$ cat src/rtl/dtcore32_pkg.sv
// dtcore32_pkg: shared size encodings, bridge FSM states and load alignment helpers.
package dtcore32_pkg;
  localparam logic [1:0] SZ_BYTE = 2'b00;
  localparam logic [1:0] SZ_HALF = 2'b01;
  localparam logic [1:0] SZ_WORD = 2'b10;
  localparam logic [1:0] SZ_ILL  = 2'b11;

  typedef enum logic [1:0] {IDLE, REQ, RSP, DONE} state_e;

  function automatic logic is_misaligned(input logic [1:0] size, input logic [1:0] off);
    return (size == SZ_HALF && off[0]) || (size == SZ_WORD && off != 2'b00) || size == SZ_ILL;
  endfunction

  // Lane select by byte offset, then sign- or zero-extend narrow loads.
  function automatic logic [31:0] load_extract(input logic [31:0] raw, input logic [1:0] off,
                                               input logic [1:0] size, input logic uns);
    logic [7:0]  b;
    logic [15:0] h;
    b = raw[{off, 3'b000} +: 8];
    h = off[1] ? raw[31:16] : raw[15:0];
    return size == SZ_BYTE ? {{24{~uns & b[7]}}, b} :
           size == SZ_HALF ? {{16{~uns & h[15]}}, h} : raw;
  endfunction
endpackage

$ cat src/rtl/dtcore32_dmem_lane.sv
// dtcore32_dmem_lane: combinational byte-enable, store replication and load alignment.
module dtcore32_dmem_lane
  import dtcore32_pkg::*;
(
  input  logic [1:0]  off,
  input  logic [1:0]  size,
  input  logic        uns,
  input  logic [31:0] wdata,
  input  logic [31:0] raw,
  output logic [3:0]  be,
  output logic [31:0] wdata_lane,
  output logic [31:0] rdata
);
  always_comb begin
    be         = size == SZ_BYTE ? 4'b0001 << off : size == SZ_HALF ? 4'b0011 << off : 4'b1111;
    wdata_lane = size == SZ_BYTE ? {4{wdata[7:0]}} : size == SZ_HALF ? {2{wdata[15:0]}} : wdata;
    rdata      = load_extract(raw, off, size, uns);
  end
endmodule

$ cat src/rtl/dtcore32_dmem_bridge.sv
// dtcore32_dmem_bridge: MEM-stage load/store to valid/ready bus bridge with timeout and flush discard.
module dtcore32_dmem_bridge
  import dtcore32_pkg::*;
#(
  parameter int TIMEOUT_CYCLES = 255
) (
  input  logic        clk_i,
  input  logic        rst_i,
  input  logic        MEM_dmem_rd_en_i,
  input  logic        MEM_dmem_wr_en_i,
  input  logic [31:0] MEM_dmem_addr_i,
  input  logic [31:0] MEM_dmem_wdata_i,
  input  logic [1:0]  MEM_dmem_size_i,
  input  logic        MEM_dmem_unsigned_i,
  input  logic        MEM_flush_i,
  output logic [31:0] MEM_dmem_rdata_o,
  output logic        MEM_dmem_stall_o,
  output logic        MEM_dmem_misaligned_o,
  output logic        MEM_dmem_fault_o,
  output logic        bus_req_valid_o,
  input  logic        bus_req_ready_i,
  output logic        bus_req_we_o,
  output logic [31:0] bus_req_addr_o,
  output logic [31:0] bus_req_wdata_o,
  output logic [3:0]  bus_req_be_o,
  input  logic        bus_rsp_valid_i,
  input  logic [31:0] bus_rsp_rdata_i,
  input  logic        bus_rsp_err_i
);
  localparam logic [15:0] CNT_LAST = 16'(TIMEOUT_CYCLES - 1);

  state_e      state_q, state_d;
  logic [31:0] addr_q, wdata_q, rdata_q;
  logic [1:0]  size_q;
  logic [15:0] cnt_q;
  logic        uns_q, we_q, err_q, discard_q;
  logic        req, misal, accept, timeout, in_req, busy, done;
  logic [3:0]  be;
  logic [31:0] lane_wdata, lane_rdata;

  assign req     = MEM_dmem_rd_en_i | MEM_dmem_wr_en_i;
  assign misal   = is_misaligned(MEM_dmem_size_i, MEM_dmem_addr_i[1:0]);
  // rst_i gates the IDLE combinational outputs so nothing leaks while in reset.
  assign accept  = ~rst_i & state_q == IDLE & req & ~misal & ~MEM_flush_i;
  assign timeout = cnt_q == CNT_LAST;
  assign in_req  = state_q == REQ;
  assign busy    = in_req | state_q == RSP;
  assign done    = state_q == DONE;

  dtcore32_dmem_lane u_lane (
    .off        (addr_q[1:0]),
    .size       (size_q),
    .uns        (uns_q),
    .wdata      (wdata_q),
    .raw        (rdata_q),
    .be         (be),
    .wdata_lane (lane_wdata),
    .rdata      (lane_rdata)
  );

  always_ff @(posedge clk_i or posedge rst_i) begin
    if (rst_i) state_q <= IDLE;
    else       state_q <= state_d;
  end

  always_comb begin
    state_d = state_q;
    case (state_q)
      IDLE:    state_d = accept ? REQ : IDLE;
      REQ:     state_d = bus_req_ready_i ? RSP : REQ;
      RSP:     state_d = (bus_rsp_valid_i | timeout) ? DONE : RSP;
      default: state_d = IDLE;
    endcase
  end

  always_comb begin
    MEM_dmem_stall_o      = busy | accept;
    MEM_dmem_misaligned_o = ~rst_i & state_q == IDLE & req & misal & ~MEM_flush_i;
    MEM_dmem_rdata_o      = (done & ~discard_q & ~we_q) ? lane_rdata : 32'h0;
    MEM_dmem_fault_o      = done & ~discard_q & err_q;
    bus_req_valid_o       = in_req;
    bus_req_we_o          = in_req & we_q;
    bus_req_addr_o        = in_req ? {addr_q[31:2], 2'b00} : 32'h0;
    bus_req_wdata_o       = in_req ? lane_wdata : 32'h0;
    bus_req_be_o          = in_req ? be : 4'h0;
  end

  always_ff @(posedge clk_i or posedge rst_i) begin
    if (rst_i) begin
      addr_q    <= '0;
      wdata_q   <= '0;
      rdata_q   <= '0;
      size_q    <= '0;
      uns_q     <= 1'b0;
      we_q      <= 1'b0;
      err_q     <= 1'b0;
      discard_q <= 1'b0;
      cnt_q     <= '0;
    end else begin
      if (accept) begin
        addr_q    <= MEM_dmem_addr_i;
        wdata_q   <= MEM_dmem_wdata_i;
        size_q    <= MEM_dmem_size_i;
        uns_q     <= MEM_dmem_unsigned_i;
        we_q      <= MEM_dmem_wr_en_i;
        rdata_q   <= '0;
        err_q     <= 1'b0;
        discard_q <= 1'b0;
      end
      cnt_q <= state_q == RSP ? cnt_q + 16'd1 : 16'd0;
      if (state_q == RSP && bus_rsp_valid_i) begin
        rdata_q <= bus_rsp_rdata_i;
        err_q   <= bus_rsp_err_i;
      end else if (state_q == RSP && timeout) begin
        err_q   <= 1'b1;
      end
      // A flushed transaction still runs to completion on the bus; only its result is dropped.
      if (busy && MEM_flush_i) discard_q <= 1'b1;
    end
  end
endmodule

$ cat config.mk
export PLATFORM = sky130hd
export DESIGN_NAME = dtcore32_dmem_bridge
export DESIGN_NICKNAME = d
export VERILOG_FILES = /design/src/rtl/dtcore32_pkg.sv /design/src/rtl/dtcore32_dmem_lane.sv /design/src/rtl/dtcore32_dmem_bridge.sv
export SDC_FILE = /design/constraint.sdc
export NUM_CORES = 1
export LEC_CHECK = 0
export CORE_MARGIN = 4
export CORE_UTILIZATION = 45
export CTS_BUF_LIST = sky130_fd_sc_hd__clkbuf_8
export DETAILED_ROUTE_END_ITERATION = 8
export PLACE_DENSITY = 0.78
export SLEW_MARGIN = 30
export SYNTH_ARGS = -nofsm -noshare
export SYNTH_HDL_FRONTEND = slang
export SYNTH_SLANG_ARGS = --single-unit
export TNS_END_PERCENT = 5
$ cat constraint.sdc
create_clock -name clk_i -period 4.3 [get_ports clk_i]
set_input_delay 0.43 -clock clk_i [delete_from_list [all_inputs] [get_ports clk_i]]
set_output_delay 0.43 -clock clk_i [all_outputs]
set_load 0.02 [all_outputs]
==> impl_metrics.csv, run 1 <==
group,metric,value,unit
placed_design,routabilityCongestion,0.827,
synth,async_reset_ff_frac,1.00,
cts,postCtsSetupBuffers,0,
cts,cts_resized,0,
run_status,outcome,"finished, final reports clean",
synth,synth_seq_cells,120,
worst_setup_path,path_cells,"nand2_1 > nor2_2 > nand2_1 > a311oi_1 > clkdlybuf4s50_1",
worst_setup_path,crit_slowest_cell,"dfrtp_1",
cts,cts_sinks,120,
routing,ant_nets,0,
routing,drc,0,
cells_and_area,layout.cells.non_filler,973,
worst_setup_path,cp-end-kind,"output port",
power_and_ir_drop,power.density,610,nW/um^2
sta,rsz0062_at_grt,"false",
sta,finalSetupViolations,0,
die,fp.dieH,129,um
cells_and_area,drive_above_1_share,0.152,
global_routing,gr-total-overflow,0,
sta,finalMaxSlewViolations,0,
global_routing,grt_usage,0.219,
global_routing,grt_max_degree,58,
hold_path,min_path_type,"reg2reg",
sta,maxClockFrequency,284,MHz
die,die_w,129,um
cts,root_buffer,"clkbuf_8",
synth,yosysUniqueCellTypes,50,
cts,cts_tree,"yes",
sta,post-route-min-period,3530,ps
worst_setup_path,path_class,"reg2out",
cts,htreeDepth,4,
routing,viasPerCell,5.42,
power_and_ir_drop,p_leak,0.00405,uW
cells_and_area,syn2layout_area_growth,37.3,%
routing,wl_per_cell,18.8,um
power_and_ir_drop,max-vdd-ir-drop,221,uV
placed_design,hpwlAfterDp,13.2,mm
synth,netlist_instances,580,
worst_setup_path,cp.required,3870,ps
global_routing,grt_pass1_wl,28.6,mm
synth,avgSynthCellArea,11.4,um^2
die,pin_count,212,
routing,drt-initial-drc-count,319,
sta,clock-skew-final,13.6,ps
die,dieArea,16700,um^2
synth,synth_seq_area_share,0.453,
placed_design,io_buffers,209,
die,core.rowCount,44,
synth,ys.flop_type,"dfrtp_1",
routing,drtPass1Iterations,5,
die,start_util,0.458,
cts,cts_buffers,17,
worst_setup_path,cp-start-kind,"flop",
cts,clkTransAtPathRegs,70,ps
worst_setup_path,critPathMaxStageDelay,730,ps
flow_run,cap_viol_max_count,0,
global_routing,antenna_found_initial,0,
worst_setup_path,crit_fanout,16,
placed_design,placedCellCount,941,
sta,period_share,0.820,
sta,worstMarginPinSlew,798,ps
die,core_area,14500,um^2
synth,netlist_area,6630,um^2
cts,clk_latency,440,ps
sta,finalSetupTns,0,ps
synth,yosys_warnings,0,
routing,routed_wl,18.3,mm
routing,num_vias,5275,
sta,relSlewSlack,0.465,
worst_setup_path,cp.arrival,3100,ps
worst_setup_path,cp_top_family,"simple AND/OR/NAND/NOR gates",
sta,hold_viol,0,
worst_setup_path,crit_buf_inv,1,
worst_setup_path,crit_top_cell,"nand2_1",
synth,synth_edf_count,0,
cts,clockBufferDepth,2,
global_routing,grt_pass1_vias,5484,
cts,cts_hold_buffers,0,
cells_and_area,antennaDiodeCount,0,
cells_and_area,layout.nets,894,
## layout make-up
cell class	count	area, um^2
well taps	184	230
inverters	10	40.0
flip-flops and latches	120	3000
multi-input cells	408	3270
repair buffers	219	2170
clock inverters	12	109
clock buffers	20	275
fillers	1135	5380
## flip-flops by register name, summed over array words and instances (netlist names)
signal / flops
wdata_q: 32
uns_q: 1
err_q: 1
addr_q: 32
cnt_q: 16
rdata_q: 32
state_q: 2
we_q: 1
discard_q: 1
size_q: 2
## layer usage
layer | vias up | wire [um] | global-route usage
met5 | - | 0 | 0
met4 | 0 | 319 | 0.0766
met3 | 24 | 1380 | 0.0565
met2 | 225 | 8970 | 0.363
met1 | 2580 | 7650 | 0.279
li1 | 2446 | - | -
## through the flow
| step | hold WS, ps | utilization | instance area [um^2] | worst slack [ps] | total power (uW) |
|---|---|---|---|---|---|
| 4_1_cts | 479 | 0.628 | 9100 | 759 | 5580 |
| 3_5_place_dp | 467 | 0.602 | 8710 | 1220 | 4560 |
| 2_1_floorplan | 444 | - | 6630 | 684 | 3680 |
| 3_3_place_gp | 459 | 0.602 | 8710 | 1280 | 4460 |
| 5_1_grt | 508 | 0.628 | 9100 | 557 | 5880 |
| 6_report | 478 | 0.628 | 9100 | 775 | 5550 |
## report_power, final
group | total (uW) | switching, uW | internal [uW]
combinational | 2490 | 1160 | 1330
sequential | 2070 | 457 | 1610
clock | 989 | 441 | 548
## worst paths after layout
kind | slack (ps) | depth (start not counted) | endpoint | from
hold / removal | 480 | 1 | addr_q[28]$_DFFE_PP0P_ | addr_q[28]$_DFFE_PP0P_
min in group asynchronous | 490 | 2 | err_q$_DFFE_PP0P_ | rst_i
setup reg to reg | 1860 | 6 | addr_q[29]$_DFFE_PP0P_ | state_q[1]$_DFF_PP0_
setup / recovery | 770 | 5 | MEM_dmem_rdata_o[6] | addr_q[1]$_DFFE_PP0P_
max in group asynchronous | 2910 | 3 | addr_q[3]$_DFFE_PP0P_ | rst_i
hold reg to reg | 480 | 1 | addr_q[28]$_DFFE_PP0P_ | addr_q[28]$_DFFE_PP0P_
## layout by cell type, fill, tap and decap left out, drive strengths merged, types with 4 or more instances in the layout
cell type and instances:
mux4 8, clkbuf 20, a31oi 9, mux2i 18, nand4 4, dfrtp 120, nand3 11, o21ai 11
a21oi 21, xnor2 6, inv 12, ha 11, and2 51, clkdlybuf4s50 209, or4 4, a22o 32
buf 10, nor2 45, mux2 65, clkinv 7, nand2 56, a311oi 9, a21o 17
## kinds of logic after synthesis
family,after synthesis,share of synthesized area
simple gates,188,0.143
flops,120,0.453
compound gates,107,0.117
mux,91,0.199
buf+inv,53,0.0540
fa+ha+maj,11,0.0208
xor+xnor,9,0.0119
other cells,1,0.000566
## synthesized netlist by cell type, types with 4 or more instances
cell,number,area (um^2)
dfrtp_1,120,3000
mux2_4,60,901
nand2_1,56,210
and2_1,51,319
nor2_1,44,165
a22o_1,32,280
a21oi_1,20,100
clkbuf_1,19,71.3
mux2i_1,18,180
a21o_1,17,128
ha_1,11,138
o21ai_0,11,55.1
a311oi_1,9,78.8
a31oi_1,9,56.3
inv_1,9,33.8
nand3_1,9,45.0
buf_4,8,60.1
mux4_2,8,180
buf_2,7,35.0
buf_12,6,120
xnor2_1,6,52.6
mux2_1,4,45.0
nand4_1,4,25.0
or4_1,4,30.0
Power figures use the tool's default switching activity.
==> inputs of run 2 (changes only) <==
- CORE_UTILIZATION: 45 -> 44
- PLACE_DENSITY: 0.78 -> 0.8
- clock period: 4.3 -> 2.8 ns (I/O delays scaled with it)
==> impl_metrics.csv, run 2 (same netlist as run 1, synthesis figures left out) <==
group,metric,value,unit
cts,root_buffer,"clkbuf_8",
cts,htreeDepth,4,
sta,period_share,0.964,
worst_setup_path,cp.arrival,2420,ps
worst_setup_path,path_class,"reg2out",
global_routing,grt_pass1_wl,29.1,mm
placed_design,io_buffers,209,
routing,ant_nets,0,
cts,clk_latency,450,ps
routing,drc,0,
sta,rsz0062_at_grt,"true",
worst_setup_path,endpoint,"MEM_dmem_rdata_o[15]",
cts,cts_sinks,120,
routing,viasPerCell,5.38,
die,pin_count,212,
sta,relSlewSlack,0.580,
die,dieArea,17100,um^2
sta,finalWorstSetupSlack,102,ps
sta,finalMaxSlewViolations,0,
sta,finalSetupViolations,0,
routing,routed_wl,18.6,mm
die,core.rowCount,44,
sta,worstMarginPinSlew,629,ps
power_and_ir_drop,p_leak,0.00419,uW
worst_setup_path,r2r-end,"addr_q[29]$_DFFE_PP0P_",
worst_setup_path,crit_fanout,8,
worst_setup_path,crit_start,"state_q[1]$_DFF_PP0_",
cts,cts_hold_buffers,0,
routing,wl_per_cell,18.9,um
die,fp.dieH,131,um
die,core_area,14600,um^2
cts,cts_buffers,17,
die,die_w,131,um
worst_setup_path,reg2reg_from,"state_q[0]$_DFF_PP0_",
cells_and_area,drive_above_1_share,0.192,
cells_and_area,finalCoreUtilization,0.632,
placed_design,placed_area,8840,um^2
sta,clock-skew-final,8.55,ps
placed_design,routabilityCongestion,0.848,
placed_design,hpwlAfterDp,13.3,mm
hold_path,min_path_type,"in2async",
run_status,outcome,"finished, final reports clean",
worst_setup_path,reg2regPathDepth,7,
cells_and_area,final_cell_mix,"clkdlybuf4s50_1 (176), dfrtp_1 (118), mux2_4 (60), nand2_1 (56), and2_1 (50)",
worst_setup_path,cp-start-kind,"flop",
global_routing,grt_usage,0.221,
power_and_ir_drop,power.density,961,nW/um^2
placed_design,place_ws,117,ps
global_routing,antenna_found_initial,1,
cells_and_area,syn2layout_area_growth,39.7,%
routing,num_vias,5303,
cells_and_area,layout.nets,906,
cells_and_area,fin_area,9260,um^2
routing,drtPass1Iterations,4,
worst_setup_path,r2r_slack,660,ps
sta,hold_slack,295,ps
global_routing,grt_pass1_vias,5585,
sta,post-route-min-period,2700,ps
flow_run,cap_viol_max_count,0,
power_and_ir_drop,max-vdd-ir-drop,407,uV
cts,postCtsSetupBuffers,0,
global_routing,grt_max_degree,70,
routing,drt-initial-drc-count,262,
cells_and_area,antennaDiodeCount,0,
sta,hold_viol,0,
sta,maxClockFrequency,371,MHz
worst_setup_path,cp-end-kind,"output port",
cts,cts_tree,"yes",
worst_setup_path,cp.required,2520,ps
global_routing,gr-total-overflow,0,
cells_and_area,layout_commonest_cell,"clkdlybuf4s50_1",
cts,clkTransAtPathRegs,80,ps
cells_and_area,largest_registers,"addr_q (32), rdata_q (32), wdata_q (32)",
die,start_util,0.453,
cts,clockBufferDepth,2,
[run 2: final cells by class]
class	count	area (um^2)
fill	1152	5390
multi-input combinational	408	3300
sequential	120	3010
timing repair buffer	231	2230
clock buffer	20	275
tap	184	230
clock inverter	12	174
inverter	10	41.3
[run 2: worst max-delay path, stage by stage, from the launching register on]
cell and delay [ps]:
dfrtp_1 400, ha_1 180, or3b_4 430, or2_2 430, a311oi_2 230, clkdlybuf4s15_2 310
[run 2: how the worst min path moves through the flow]
stage	startpoint	endpoint	slack (ps)
final	rst_i	cnt_q[7]$_DFF_PP0_	290
after global routing	rst_i	cnt_q[1]$_DFF_PP0_	320
after CTS	rst_i	cnt_q[1]$_DFF_PP0_	270
after detailed placement	addr_q[27]$_DFFE_PP0P_	addr_q[27]$_DFFE_PP0P_	470
after global placement	cnt_q[0]$_DFF_PP0_	cnt_q[0]$_DFF_PP0_	460
after floorplan	MEM_dmem_addr_i[27]	addr_q[27]$_DFFE_PP0P_	410
[run 2: repair_timing]
action,CTS,global route
setup endpoints to repair,33,27
gates resized for setup,40,41
pin swaps,0,0
[run 2: through the flow]
stage / cells / power [uW] / setup TNS (ps)
floorplan: 581 / 5660 / 0
global placement: 953 / 6980 / 0
detailed placement: 953 / 7120 / 0
CTS: 985 / 8930 / 0
global route: 985 / 9420 / -143
finish: 985 / 8890 / 0
[run 2: routing by layer]
layer | vias to the layer above | share of wire | GRT usage | wire (um)
met5 | - | 0.00070 | 0 | 13
met4 | 2 | 0.019 | 0.0968 | 354
met3 | 28 | 0.079 | 0.0667 | 1480
met2 | 188 | 0.49 | 0.359 | 9130
met1 | 2630 | 0.41 | 0.274 | 7650
li1 | 2455 | - | - | -
[run 2: where the power goes]
part | switching, uW | internal [uW]
registers | 679 | 2480
logic | 1850 | 2130
clock network | 715 | 1030
